### config.mk
export PLATFORM = sky130hd
export DESIGN_NAME = ws2812_rx_flat
export DESIGN_NICKNAME = d
export VERILOG_FILES = /design/src/rtl/ws2812_pkg.sv /design/src/rtl/ws2812_rx_if.sv /design/src/rtl/ws2812_sync_edge.sv /design/src/rtl/ws2812_rx.sv /design/src/flat_wrapper.sv
export SDC_FILE = /design/constraint.sdc
export NUM_CORES = 1
export LEC_CHECK = 0
export ABC_CLOCK_PERIOD_IN_PS = 2800
export CORE_ASPECT_RATIO = 1.25
export CORE_UTILIZATION = 50
export CTS_CLUSTER_DIAMETER = 40
export DETAILED_ROUTE_END_ITERATION = 7
export GPL_TIMING_DRIVEN = 0
export PLACE_DENSITY = 0.72
export SYNTH_ARGS = -nofsm -noshare
export SYNTH_HDL_FRONTEND = slang
export SYNTH_SLANG_ARGS = --single-unit
### constraint.sdc
create_clock -name clk -period 2.8 [get_ports clk]
set_input_delay 0.56 -clock clk [delete_from_list [all_inputs] [get_ports clk]]
set_output_delay 0.56 -clock clk [all_outputs]
set_load 0.1 [all_outputs]
### src/rtl/ws2812_pkg.sv
// WS2812 timing constants shared by the transmitter and receiver,
// plus the receiver FSM state encoding.
package ws2812_pkg;

  localparam int unsigned ZERO_HIGH_TICKS = 20;
  localparam int unsigned ZERO_LOW_TICKS  = 42;
  localparam int unsigned ONE_HIGH_TICKS  = 40;
  localparam int unsigned ONE_LOW_TICKS   = 22;
  localparam int unsigned LATCH_TICKS     = 2500;

  localparam int unsigned BIT_SPLIT_TICKS =
    (ZERO_HIGH_TICKS + ONE_HIGH_TICKS) / 2;

  localparam int unsigned WORD_BITS = 24;
  localparam int unsigned IDX_W     = 16;

  typedef enum logic [1:0] {
    ST_SYNC,
    ST_IDLE,
    ST_HIGH,
    ST_LOW
  } rx_state_e;

  typedef struct packed {
    logic [7:0] g;
    logic [7:0] r;
    logic [7:0] b;
  } grb_t;

  function automatic grb_t to_grb(input logic [WORD_BITS-1:0] w);
    grb_t c;
    c.g = w[23:16];
    c.r = w[15:8];
    c.b = w[7:0];
    return c;
  endfunction

endpackage

### src/rtl/ws2812_rx_if.sv
// Pixel-side bundle of the WS2812 receiver: serial line in/out
// and decoded colour/status outputs.
interface ws2812_rx_if;
  logic        din;
  logic        dout;
  logic [7:0]  g;
  logic [7:0]  r;
  logic [7:0]  b;
  logic        pix_valid;
  logic [15:0] pix_idx;
  logic        frame_done;
  logic        err;
  logic        busy;

  modport master (
    output din,
    input  dout, g, r, b, pix_valid, pix_idx,
    input  frame_done, err, busy
  );

  modport slave (
    input  din,
    output dout, g, r, b, pix_valid, pix_idx,
    output frame_done, err, busy
  );
endinterface

### src/rtl/ws2812_sync_edge.sv
// Two-flop synchronizer for an async line, with one more flop
// to produce single-cycle rise/fall pulses.
module ws2812_sync_edge (
  input  logic clk,
  input  logic rst_n,
  input  logic d_i,
  output logic q_o,
  output logic rise_o,
  output logic fall_o
);

  logic [1:0] sync_q;
  logic       prev_q;

  always_ff @(posedge clk or negedge rst_n) begin
    if (!rst_n) begin
      sync_q <= 2'b00;
      prev_q <= 1'b0;
    end else begin
      sync_q <= {sync_q[0], d_i};
      prev_q <= sync_q[1];
    end
  end

  assign q_o    = sync_q[1];
  assign rise_o = sync_q[1] & ~prev_q;
  assign fall_o = ~sync_q[1] & prev_q;

endmodule

### src/rtl/ws2812_rx.sv
// WS2812 receiver acting as one chain pixel: decodes GRB words,
// detects the latch low and forwards bits after the first word.
module ws2812_rx
  import ws2812_pkg::*;
#(
  parameter int unsigned BIT_THRESH_TICKS = BIT_SPLIT_TICKS,
  parameter int unsigned GLITCH_TICKS     = 5,
  parameter int unsigned MAX_HIGH_TICKS   = 100,
  parameter int unsigned RESET_TICKS      = LATCH_TICKS,
  parameter int unsigned CNT_W            = 16
) (
  input logic        clk,
  input logic        rst_n,
  ws2812_rx_if.slave bus
);

  localparam logic [CNT_W-1:0] THRESH =
    CNT_W'(BIT_THRESH_TICKS);
  localparam logic [CNT_W-1:0] GLITCH =
    CNT_W'(GLITCH_TICKS);
  localparam logic [CNT_W-1:0] MAX_HI =
    CNT_W'(MAX_HIGH_TICKS);
  localparam logic [CNT_W-1:0] RST_LAST =
    CNT_W'(RESET_TICKS - 1);
  localparam logic [4:0] LAST_BIT =
    5'(WORD_BITS - 1);

  logic din_s;
  logic rise;
  logic fall;

  ws2812_sync_edge u_sync (
    .clk    (clk),
    .rst_n  (rst_n),
    .d_i    (bus.din),
    .q_o    (din_s),
    .rise_o (rise),
    .fall_o (fall)
  );

  rx_state_e        state_q, state_d;
  logic [CNT_W-1:0] cnt_q, cnt_d;
  logic [4:0]       bit_cnt_q, bit_cnt_d;
  logic [22:0]      shift_q, shift_d;
  grb_t             grb_q, grb_d;
  logic [15:0]      idx_q, idx_d;
  logic             pv_q, pv_d;
  logic             fd_q, fd_d;
  logic             err_q, err_d;
  logic             busy_q, busy_d;
  logic             fwd_q, fwd_d;
  logic             dout_q, dout_d;

  logic             bit_val;
  logic [23:0]      word;

  assign bit_val = (cnt_q >= THRESH);
  assign word    = {shift_q, bit_val};

  always_ff @(posedge clk or negedge rst_n) begin
    if (!rst_n) begin
      state_q   <= ST_SYNC;
      cnt_q     <= '0;
      bit_cnt_q <= '0;
      shift_q   <= '0;
      grb_q     <= '0;
      idx_q     <= '0;
      pv_q      <= 1'b0;
      fd_q      <= 1'b0;
      err_q     <= 1'b0;
      busy_q    <= 1'b0;
      fwd_q     <= 1'b0;
      dout_q    <= 1'b0;
    end else begin
      state_q   <= state_d;
      cnt_q     <= cnt_d;
      bit_cnt_q <= bit_cnt_d;
      shift_q   <= shift_d;
      grb_q     <= grb_d;
      idx_q     <= idx_d;
      pv_q      <= pv_d;
      fd_q      <= fd_d;
      err_q     <= err_d;
      busy_q    <= busy_d;
      fwd_q     <= fwd_d;
      dout_q    <= dout_d;
    end
  end

  always_comb begin
    state_d   = state_q;
    cnt_d     = cnt_q;
    bit_cnt_d = bit_cnt_q;
    shift_d   = shift_q;
    grb_d     = grb_q;
    idx_d     = idx_q;
    pv_d      = 1'b0;
    fd_d      = 1'b0;
    err_d     = 1'b0;
    busy_d    = busy_q;
    fwd_d     = fwd_q;

    if (pv_q && idx_q != 16'hFFFF) begin
      idx_d = idx_q + 16'd1;
    end

    unique case (state_q)
      ST_SYNC: begin
        if (din_s) begin
          cnt_d = '0;
        end else if (cnt_q == RST_LAST) begin
          cnt_d   = '0;
          state_d = ST_IDLE;
        end else begin
          cnt_d = cnt_q + CNT_W'(1);
        end
      end

      ST_IDLE: begin
        if (rise) begin
          cnt_d   = '0;
          busy_d  = 1'b1;
          state_d = ST_HIGH;
        end
      end

      ST_HIGH: begin
        if (cnt_q > MAX_HI) begin
          err_d     = 1'b1;
          cnt_d     = '0;
          bit_cnt_d = '0;
          idx_d     = '0;
          busy_d    = 1'b0;
          fwd_d     = 1'b0;
          state_d   = ST_SYNC;
        end else if (fall) begin
          cnt_d   = '0;
          state_d = ST_LOW;
          if (cnt_q >= GLITCH) begin
            shift_d = word[22:0];
            if (bit_cnt_q == LAST_BIT) begin
              bit_cnt_d = '0;
              pv_d      = 1'b1;
              // Only the frame's first word is ours;
              // later words just report and pass on.
              if (!fwd_q) begin
                grb_d = to_grb(word);
                fwd_d = 1'b1;
              end
            end else begin
              bit_cnt_d = bit_cnt_q + 5'd1;
            end
          end
        end else begin
          cnt_d = cnt_q + CNT_W'(1);
        end
      end

      ST_LOW: begin
        if (rise) begin
          cnt_d   = '0;
          state_d = ST_HIGH;
        end else if (cnt_q == RST_LAST) begin
          fd_d      = 1'b1;
          err_d     = (bit_cnt_q != 5'd0);
          cnt_d     = '0;
          bit_cnt_d = '0;
          idx_d     = '0;
          busy_d    = 1'b0;
          fwd_d     = 1'b0;
          state_d   = ST_IDLE;
        end else begin
          cnt_d = cnt_q + CNT_W'(1);
        end
      end

      default: begin
        state_d = ST_SYNC;
      end
    endcase

    dout_d = fwd_d & din_s;
  end

  assign bus.dout       = dout_q;
  assign bus.g          = grb_q.g;
  assign bus.r          = grb_q.r;
  assign bus.b          = grb_q.b;
  assign bus.pix_valid  = pv_q;
  assign bus.pix_idx    = idx_q;
  assign bus.frame_done = fd_q;
  assign bus.err        = err_q;
  assign bus.busy       = busy_q;

endmodule

### src/flat_wrapper.sv
// flat-port wrapper written by rule: the top's interface ports become plain ports
module ws2812_rx_flat import ws2812_pkg::*;
#(
  parameter int unsigned BIT_THRESH_TICKS = BIT_SPLIT_TICKS,
  parameter int unsigned GLITCH_TICKS     = 5,
  parameter int unsigned MAX_HIGH_TICKS   = 100,
  parameter int unsigned RESET_TICKS      = LATCH_TICKS,
  parameter int unsigned CNT_W            = 16
)
  (clk, rst_n, bus_din, bus_dout, bus_g, bus_r, bus_b, bus_pix_valid, bus_pix_idx, bus_frame_done, bus_err, bus_busy);
  ws2812_rx_if bus_i ();
  input logic clk;
  input logic rst_n;
  input wire logic [$bits(bus_i.din)-1:0] bus_din;
  output wire logic [$bits(bus_i.dout)-1:0] bus_dout;
  output wire logic [$bits(bus_i.g)-1:0] bus_g;
  output wire logic [$bits(bus_i.r)-1:0] bus_r;
  output wire logic [$bits(bus_i.b)-1:0] bus_b;
  output wire logic [$bits(bus_i.pix_valid)-1:0] bus_pix_valid;
  output wire logic [$bits(bus_i.pix_idx)-1:0] bus_pix_idx;
  output wire logic [$bits(bus_i.frame_done)-1:0] bus_frame_done;
  output wire logic [$bits(bus_i.err)-1:0] bus_err;
  output wire logic [$bits(bus_i.busy)-1:0] bus_busy;
  assign bus_i.din = bus_din;
  assign bus_dout = bus_i.dout;
  assign bus_g = bus_i.g;
  assign bus_r = bus_i.r;
  assign bus_b = bus_i.b;
  assign bus_pix_valid = bus_i.pix_valid;
  assign bus_pix_idx = bus_i.pix_idx;
  assign bus_frame_done = bus_i.frame_done;
  assign bus_err = bus_i.err;
  assign bus_busy = bus_i.busy;
  ws2812_rx #(.BIT_THRESH_TICKS(BIT_THRESH_TICKS), .GLITCH_TICKS(GLITCH_TICKS), .MAX_HIGH_TICKS(MAX_HIGH_TICKS), .RESET_TICKS(RESET_TICKS), .CNT_W(CNT_W)) u_core (.clk(clk), .rst_n(rst_n), .bus(bus_i));
endmodule
## Word-level counts from Yosys, hierarchy flattened

Cells that the tools add are included.

| word-level totals | value |
|---|---|
| logic and storage cells | 102 |
| register bits | 95 |
| output and inout bits | 45 |
| input bits | 3 |

| operators by class | value |
|---|---|
| reductions and logical operators | 10 |
| bitwise gates (word level) | 7 |
| magnitude comparators | 3 |
| equality and inequality tests | 13 |
| $add $sub $neg | 3 |
| mux-type cells | 50 |

Operator list:

| cell | count |
|---|---|
| 16-bit two-way mux | 10 |
| 16-bit one-hot mux with 4 select lines | 1 |
| 16-bit by 1-bit adder with 16-bit output (second input constant) | 2 |
| 16-bit one-hot mux with 2 select lines | 1 |
| 5-bit two-way mux | 6 |
| 1-bit two-way mux | 21 |
| 16-bit by 12-bit equality test with 1-bit output (second input constant) | 1 |
| 16-bit by 3-bit greater-or-equal comparator with 1-bit output (second input constant) | 1 |
| 16-bit by 5-bit greater-or-equal comparator with 1-bit output (second input constant) | 1 |
| 16-bit by 7-bit > comparator with 1-bit output (second input constant) | 1 |
| 16-bit inequality test (second input constant) | 1 |
| 2-bit two-way mux | 6 |
| 5-bit one-hot mux with 2 select lines | 1 |
| 5-bit AND reduction | 2 |
| 2-bit one-hot mux with 4 select lines | 1 |
| 2-bit by 1-bit inequality test with 1-bit output (second input constant) | 3 |
| 3-bit by 1-bit inequality test with 1-bit output (second input constant) | 2 |
| 6-bit AND reduction | 1 |
| 5-bit by 1-bit adder with 5-bit output (second input constant) | 1 |
| 5-bit equality test (second input constant) | 1 |
| 5-bit nonzero test | 1 |
| 2-bit equality test (second input constant) | 2 |
| 2-bit inequality test (second input constant) | 2 |
| 1-bit inverter | 4 |
| other kinds (10) | 13 |

## Depth between registers and ports, before layout

Gate-level depths: netlist of run 1.

| depth | value |
|---|---|
| word-level depth | 7 |
| gate-level depth with buffers | 11 |
| depth with buffers taken out | 8 |

## Hierarchy

Synthesis of run 1 repeated with hierarchy kept, for this count alone.

| unflattened totals | value |
|---|---|
| cells, all modules | 416 |
| area, all modules | 4685.7 sq um |

Modules (own cells, without submodules):

| module | sequential area each (sq um) | cells an instance | instances | area an instance (sq um) |
|---|---|---|---|---|
| ws2812_rx | 2302.2 | 411 | 1 | 4595.7 |
| ws2812_sync_edge | 75.1 | 5 | 1 | 90.1 |

## Worst setup path before layout of run 1

No wires, ideal clock.

| timing path | value |
|---|---|
| path kind | flip-flop to flip-flop |
| from | reg u_core.idx_q[0] (netlist: u_core.bus.pix_idx[0]) |
| to | reg u_core.idx_q[13] (netlist: u_core.bus.pix_idx[13]) |
| buffers on the path | 0 |
| cell stages (with the launch flop) | 8 |
| arrival | 2.505 ns |
| library setup time | 0.132 ns |
| period minus slack after synthesis | 2.637 ns |
| path slack | 0.163 ns |
| required time | 2.668 ns |
| cell sequence | dfrtp_1 -> ha_1 -> nand3_1 -> nor2_1 -> a2111oi_0 -> nor2b_1 -> xnor2_1 -> nor2_1 |

| between the ends | value |
|---|---|
| cells in the longest elaborated chain, start to end | 6 |
| elaborated cells between the ends (all ways) | 8 |
| those cells by class | add/sub (1); eq/ne (1); mux (5); reduce/logical (1) |

RTL lines:

| element | RTL line | RTL |
|---|---|---|
| start: declaration | ws2812_rx.sv:46 | `logic [15:0] idx_q, idx_d;` |
| start signal: assignment | ws2812_rx.sv:80 | `idx_q <= idx_d;` |
| parallel branches: the longest is 2 deep, another holds 16-bit by 1-bit adder with 16-bit output | - |  |
| 16-bit two-way mux * | ws2812_rx.sv:103 | `if (pv_q && idx_q != 16'hFFFF) begin` |
| 16-bit two-way mux | ws2812_rx.sv:163 | `end else if (cnt_q == RST_LAST) begin` |
| 16-bit two-way mux | ws2812_rx.sv:160 | `if (rise) begin` |
| 16-bit one-hot mux with 2 select lines * | ws2812_rx.sv:107 | `unique case (state_q)` |
| net u_core.idx_d[13] | ws2812_rx.sv:46 |  |

Mark *: on every way through the listed nets, which the timed path passes.
A chain may end at the register's enable or synchronous reset.

## Final worst setup path of run 1

| timing path | value |
|---|---|
| from | reg u_core.cnt_q[9] |
| to | reg u_core.grb_q (netlist bit u_core.bus.b[5]) |

| between the ends | value |
|---|---|
| cells in the longest elaborated chain, start to end | 3 |
| elaborated cells between the ends (all ways) | 4 |
| those cells by class | order compare (2); bitwise (1); reduce/logical (1) |

RTL lines:

| element | RTL line | RTL |
|---|---|---|
| start: declaration | ws2812_rx.sv:42 | `logic [CNT_W-1:0] cnt_q, cnt_d;` |
| start signal: assignment | ws2812_rx.sv:76 | `cnt_q <= cnt_d;` |
| 16-bit by 7-bit > comparator with 1-bit output | ws2812_rx.sv:128 | `if (cnt_q > MAX_HI) begin` |
| 1-bit inverter (no source line) | - |  |
| 6-bit AND reduction (no source line) * | - |  |
| end signal: assignment | ws2812_rx.sv:79 | `grb_q <= grb_d;` |
| end: declaration | ws2812_rx.sv:45 | `grb_t grb_q, grb_d;` |

Every way passes the cells marked *; elsewhere a longest branch is shown, timed or not.

==> impl_metrics.yaml, run 1 <==
critical_path:
  crit_path_cell_trace: "or4_4 -> nor2_4 -> and3_1 -> buf_4 -> nand3_4 -> or3_1 -> buf_6 -> buf_6 -> mux2_4"
  required_ps: 3060
  ff2ff_setup_slack_ps: 140
  rr_startpoint: "u_core.cnt_q[9]"
  cp_common_cell: "buf_6"
  cp_data_arrival_time_ps: 2920
  cp-start-kind: "flop"
  r2r_end: "u_core.bus.b[5]"
  crit_path_end_kind: "flop"
  path_buf_inv: 3
  critPathKind: "reg -> reg"
  cp_slowest_stage_delay_ps: 560
  r2r_cells: 9
  crit_family: "simple AND/OR/NAND/NOR gates"
  crit_fanout: 10
  crit_path_top_delay_cell: "or4_4"
clock_tree:
  cts-root-buf: "clkbuf_8"
  clock_latency_ps: 370
  cts_tree: "built"
  clkSlewWorstSetupHoldPaths_ps: 100
  cts_buffer_depth: 2
  cts.sinks: 95
  htreeDepth: 3
  numCtsBuffers: 9
finish:
  final_layout_size_suffix_gt1_frac: 0.1806
  n_antenna_cell: 0
  final.fill_count: 737
  area_growth_pct: 19.52
  fin_nets: 459
logic_synthesis:
  synth_edf_count: 0
  synthFlopType: "dfrtp_1"
  ys_ff_latch: 95
  synth_top_area_frac: 0.5328
  synth_commonest_cells: "dfrtp_1, nor2_1, mux2_2"
  yosysSeqAreaShare: 0.5328
  async_flop_share: 1.000
  ys.warnings.count: 0
  postSynthAreaPerCell_um2: 11.44
  synth_top_cell_by_area: "dfrtp_1"
  synth_cell_type_count: 52
  syn_nets: 400
  synth.area.top_cells: "dfrtp_1, mux2_4, mux2_2"
  syn_area_mm2: 0.004462
  yosysMostFrequentCell: "dfrtp_1"
  postSynthCellCount: 390
die:
  initial_core_util: 0.5156
  die-area_mm2: 0.009308
  design.core.area_mm2: 0.008653
  ios: 48
  die_w_um: 86.49
  die_h_um: 107.6
  core.rowCount: 38
global_route:
  first_global_vias: 3182
  grt_first_pass_wirelength_um: 14790
  antenna_found_initial: 0
  grt_util_all_layers: 0.2040
  grt-ovfl-total: 0
  grt_max_degree: 62
status:
  outcome: "finished clean"
timing:
  finalHoldViolations: 0
  relSlewSlack: 0.2692
  worstMarginPinSlew_ps: 1069
  fmax_mhz: 375.6
  post-route-period-util: 0.9509
  finClkSkew_ps: 14.89
  drv_slew: 0
  rsz0062_at_grt: "no"
  post-route-min-period_ps: 2663
  worst_slack_ps: 137.4
  setup_viol: 0
routing:
  drt-initial-drc-count: 195
  routed-via-count: 3162
  wl_per_cell_um: 15.09
  dr.pass1.iters: 5
  wirelength_um: 8659
  drtAntennaViolNets: 0
  drcViolationCount: 0
  via_per_inst: 5.509
worst_hold_path:
  hp-class: "in -> async"
place:
  dp_hpwl_um: 6152
  gp_congestion: 0.9002
  port_buffers: 47
  place_ws_ps: -71.13
power_and_ir_drop:
  powerDensity_mw_per_mm2: 447.5
  leakagePower_nw: 2.523
  total_power_mw: 2.386
  ir_worst_vdd_v: 0.0002691
job:
  drv_cap: 0
==> flip-flops by register name, summed over array words and instances, names as in the netlist, 2 cells and up <==
signal                count
u_core.cnt_q             16
u_core.u_sync.sync_q      2
u_core.state_q            2
u_core.shift_q           23
u_core.bus.r              8
u_core.bus.b              8
u_core.bit_cnt_q          5
u_core.bus.g              8
u_core.bus.pix_idx       16
==> through the flow <==
stage	cells	instance area, µm²	hold WS (ps)	util	setup TNS, ps
floorplan	390	4462	264.4	-	0
global placement	557	5082	332.9	0.5873	-217040
detailed placement	558	5107	335.5	0.5902	-297.1
CTS	574	5316	140.3	0.6144	0
global route	574	5333	142.7	0.6163	0
finish	574	5333	126.2	0.6163	0
==> kinds of logic after synthesis <==
kind of cell,after synthesis,share of synthesized area
buf+inv,33,0.03505
compound gates,57,0.08329
mux,48,0.1363
fa+ha+maj,7,0.01963
simple gates,133,0.1596
xor+xnor,17,0.03337
flops,95,0.5328
==> timing repair <==
action / 4_1_cts / 5_1_grt
resized for setup: 2 / 4
endpoints found under the setup margin: 13 / 34
pin swaps: 0 / 1
hold buffers: 0 / 0
setup buffers: 0 / 1
endpoints found under the hold margin: 0 / 0
==> cells in the final DEF, fill, tap and decap left out, types with 4 or more instances in the layout <==
cell / n
nand2_1: 22
a21o_1: 4
mux2_4: 19
mux2_2: 24
dfrtp_1: 94
nor2b_1: 7
and3_1: 8
nand4_1: 8
clkdlybuf4s50_1: 46
buf_2: 4
nor3_1: 7
nor2_1: 31
a21oi_1: 11
clkbuf_8: 9
o21ai_0: 21
xnor2_1: 5
inv_1: 17
a22o_1: 4
xor2_1: 12
clkbuf_1: 6
nand3_1: 22
ha_1: 7
or3_1: 7
==> metal layers <==
layer | track usage | up-vias | share of wire
met5 | 0 | - | 0
met4 | 0.08095 | 0 | 0.020
met1 | 0.2550 | 1570 | 0.44
li1 | - | 1499 | -
met2 | 0.3441 | 77 | 0.50
met3 | 0.04294 | 16 | 0.036
==> worst max-delay path by stage <==
stage,cells past startpoint,startpoint,slack (ps),end
final,9,u_core.cnt_q[9],140,u_core.bus.b[5]
after global placement,1,rst_n,-2290,u_core.cnt_q[11]
after CTS,10,u_core.cnt_q[0],40,u_core.bus.b[2]
after global routing,11,u_core.cnt_q[1],10,u_core.bus.b[5]
after detailed placement,8,u_core.cnt_q[12],-70,u_core.cnt_q[10]
after floorplan,7,u_core.bus.pix_idx[0],160,u_core.bus.pix_idx[13]
==> worst reg2reg max path, stage by stage (launching register included) <==
cell	delay [ps]
dfrtp_1	470
or4_4	560
nor2_4	130
and3_1	160
buf_4	150
nand3_4	120
or3_1	360
buf_6	150
buf_6	160
mux2_4	300
==> power breakdown <==
part	internal, mW	switching (mW)
clock network	0.426	0.509
registers	1.38	0.00944
logic	0.0192	0.0458
total	1.82	0.565
==> final cells by class <==
cell class / instances / area, µm² / area share
buffer: 15 / 90.09 / 0.01689
clock buffer: 10 / 127.6 / 0.02393
clock inverter: 6 / 73.82 / 0.01384
inverter: 17 / 63.81 / 0.01197
multi-input combinational: 262 / 1946 / 0.3649
sequential: 95 / 2379 / 0.4460
tap: 120 / 150.1 / 0.02816
timing repair buffer: 49 / 503.0 / 0.09432
(Power assumes the default switching activity.)
==> run 2: changes to the inputs <==
--- a/config.mk
+++ b/config.mk
@@ -11,7 +11,8 @@
 export CTS_CLUSTER_DIAMETER = 40
 export DETAILED_ROUTE_END_ITERATION = 7
 export GPL_TIMING_DRIVEN = 0
-export PLACE_DENSITY = 0.72
+export PLACE_DENSITY_LB_ADDON = 0.12
+export REMOVE_ABC_BUFFERS = 1
 export SYNTH_ARGS = -nofsm -noshare
 export SYNTH_HDL_FRONTEND = slang
 export SYNTH_SLANG_ARGS = --single-unit
==> impl_metrics.yaml, run 2 (synthesized netlist as in run 1, its figures left out) <==
finish:
  n_antenna_cell: 0
  final_layout_size_suffix_gt1_frac: 0.1761
  regMostFlops: "u_core.shift_q"
  layout_common_cells: "dfrtp_1, clkdlybuf4s50_1, nor2_1"
  final_util: 0.6167
  fin_nets: 448
  largest_reg_flops: 23
  area_growth_pct: 19.60
  layout_commonest_cell: "dfrtp_1"
clock_tree:
  cts.sinks: 95
  cts_tree: "built"
  cts-root-buf: "clkbuf_8"
  htreeDepth: 3
  cts_buffer_depth: 2
  clkSlewWorstSetupHoldPaths_ps: 100
  numCtsBuffers: 9
  holdBufCountCts: 0
  clock_latency_ps: 370
critical_path:
  crit_start: "u_core.cnt_q[9]"
  crit_path_end_kind: "flop"
  crit_path_top_delay_cell: "or4_4"
  crit_path_cell_trace: "or4_4 -> nor2_4 -> and3_4 -> nand3_4 -> or3_4 -> mux2_4"
  cp_data_arrival_time_ps: 2900
  critPathKind: "reg -> reg"
  cp_slowest_stage_delay_ps: 560
  required_ps: 3060
  rr_startpoint: "u_core.cnt_q[9]"
  crit_fanout: 16
  cp-start-kind: "flop"
timing:
  worstMarginPinSlew_ps: 1007
  post-route-period-util: 0.9413
  relSlewSlack: 0.3266
  hold_slack_ps: 189.1
  finalHoldViolations: 0
  rsz0062_at_grt: "no"
  finClkSkew_ps: 11.34
  post-route-min-period_ps: 2636
  worst_slack_ps: 164.3
  setup_viol: 0
  drv_slew: 0
  fmax_mhz: 379.4
place:
  port_buffers: 47
  gp_congestion: 0.8904
  dp_hpwl_um: 5547
  place_ws_ps: -888.2
worst_hold_path:
  hp-class: "in -> async"
die:
  die_h_um: 107.6
  die-area_mm2: 0.009308
  die_w_um: 86.49
  core.rowCount: 38
  initial_core_util: 0.5156
  design.core.area_mm2: 0.008653
  ios: 48
power_and_ir_drop:
  powerDensity_mw_per_mm2: 476.5
  leakagePower_nw: 2.513
  ir_worst_vdd_v: 0.0002613
routing:
  wirelength_um: 8723
  via_per_inst: 5.488
  wl_per_cell_um: 15.49
  routed-via-count: 3090
  drtAntennaViolNets: 0
  dr.pass1.iters: 4
  drt-initial-drc-count: 162
  drcViolationCount: 0
status:
  outcome: "finished clean"
global_route:
  grt_first_pass_wirelength_um: 14480
  antenna_found_initial: 0
  grt_util_all_layers: 0.2040
  first_global_vias: 2933
  grt_max_degree: 49
  grt-ovfl-total: 0
job:
  drv_cap: 0
## run 2: worst paths after layout
kind,to,slack (ps),depth (start not counted)
min reg2reg,u_core.u_sync.sync_q[1],360,0
max reg2reg,u_core.bus.b[2],160,6
max,u_core.bus.b[2],160,6
max in group asynchronous,u_core.bus.busy,1960,2
min,u_core.bus.r[6],190,1
min in group clk,u_core.u_sync.sync_q[1],360,0
## run 2: per-stage QoR
stage	TNS, ps	power, mW	area, µm²	cells
after floorplan	-5556	1.434	4369	374
after global placement	-233590	1.472	4990	541
after detailed placement	-20850	1.477	5015	542
after CTS	0	2.571	5310	562
after global routing	0	2.644	5336	563
final	0	2.543	5336	563
## run 2: critical path, delay by kind of cell (launching register included)
| kind | cells | cell delay, ps |
|---|---|---|
| flip-flops | 1 | 460 |
| AND/OR/NAND/NOR | 5 | 1740 |
| multiplexers | 1 | 320 |
## run 2: area by class of cell
class                      instances  area [µm²]
clock buffer                       9       123.9
clock inverter                     7       120.1
fill                             724        3317
inverter                          17       63.81
multi-input combinational        266        1998
sequential                        95        2377
tap                              120       150.1
timing repair buffer              49       503.0
## run 2: timing repair
item | 4_1_cts | 5_1_grt
hold endpoints to repair | 0 | 0
setup endpoints to repair | 38 | 48
buffers inserted | 1 | 0
gates cloned | 3 | 1
pin swaps | 4 | 3
gates resized for setup | 8 | 4
## run 2: metal layers
metal | global-route usage | vias to the layer above | part of all wire
li1 | - | 1490 | -
met3 | 0.03834 | 11 | 0.033
met4 | 0.08571 | 0 | 0.019
met5 | 0 | - | 0
met1 | 0.2742 | 1521 | 0.47
met2 | 0.3237 | 68 | 0.48
## run 2: power breakdown
group	total, mW	leakage [nW]	switching, mW	internal [mW]
Combinational	0.0630	1.07	0.0447	0.0182
Sequential	1.39	1.32	0.00927	1.38
Clock	1.09	0.125	0.497	0.598
Total	2.54	2.51	0.551	1.99
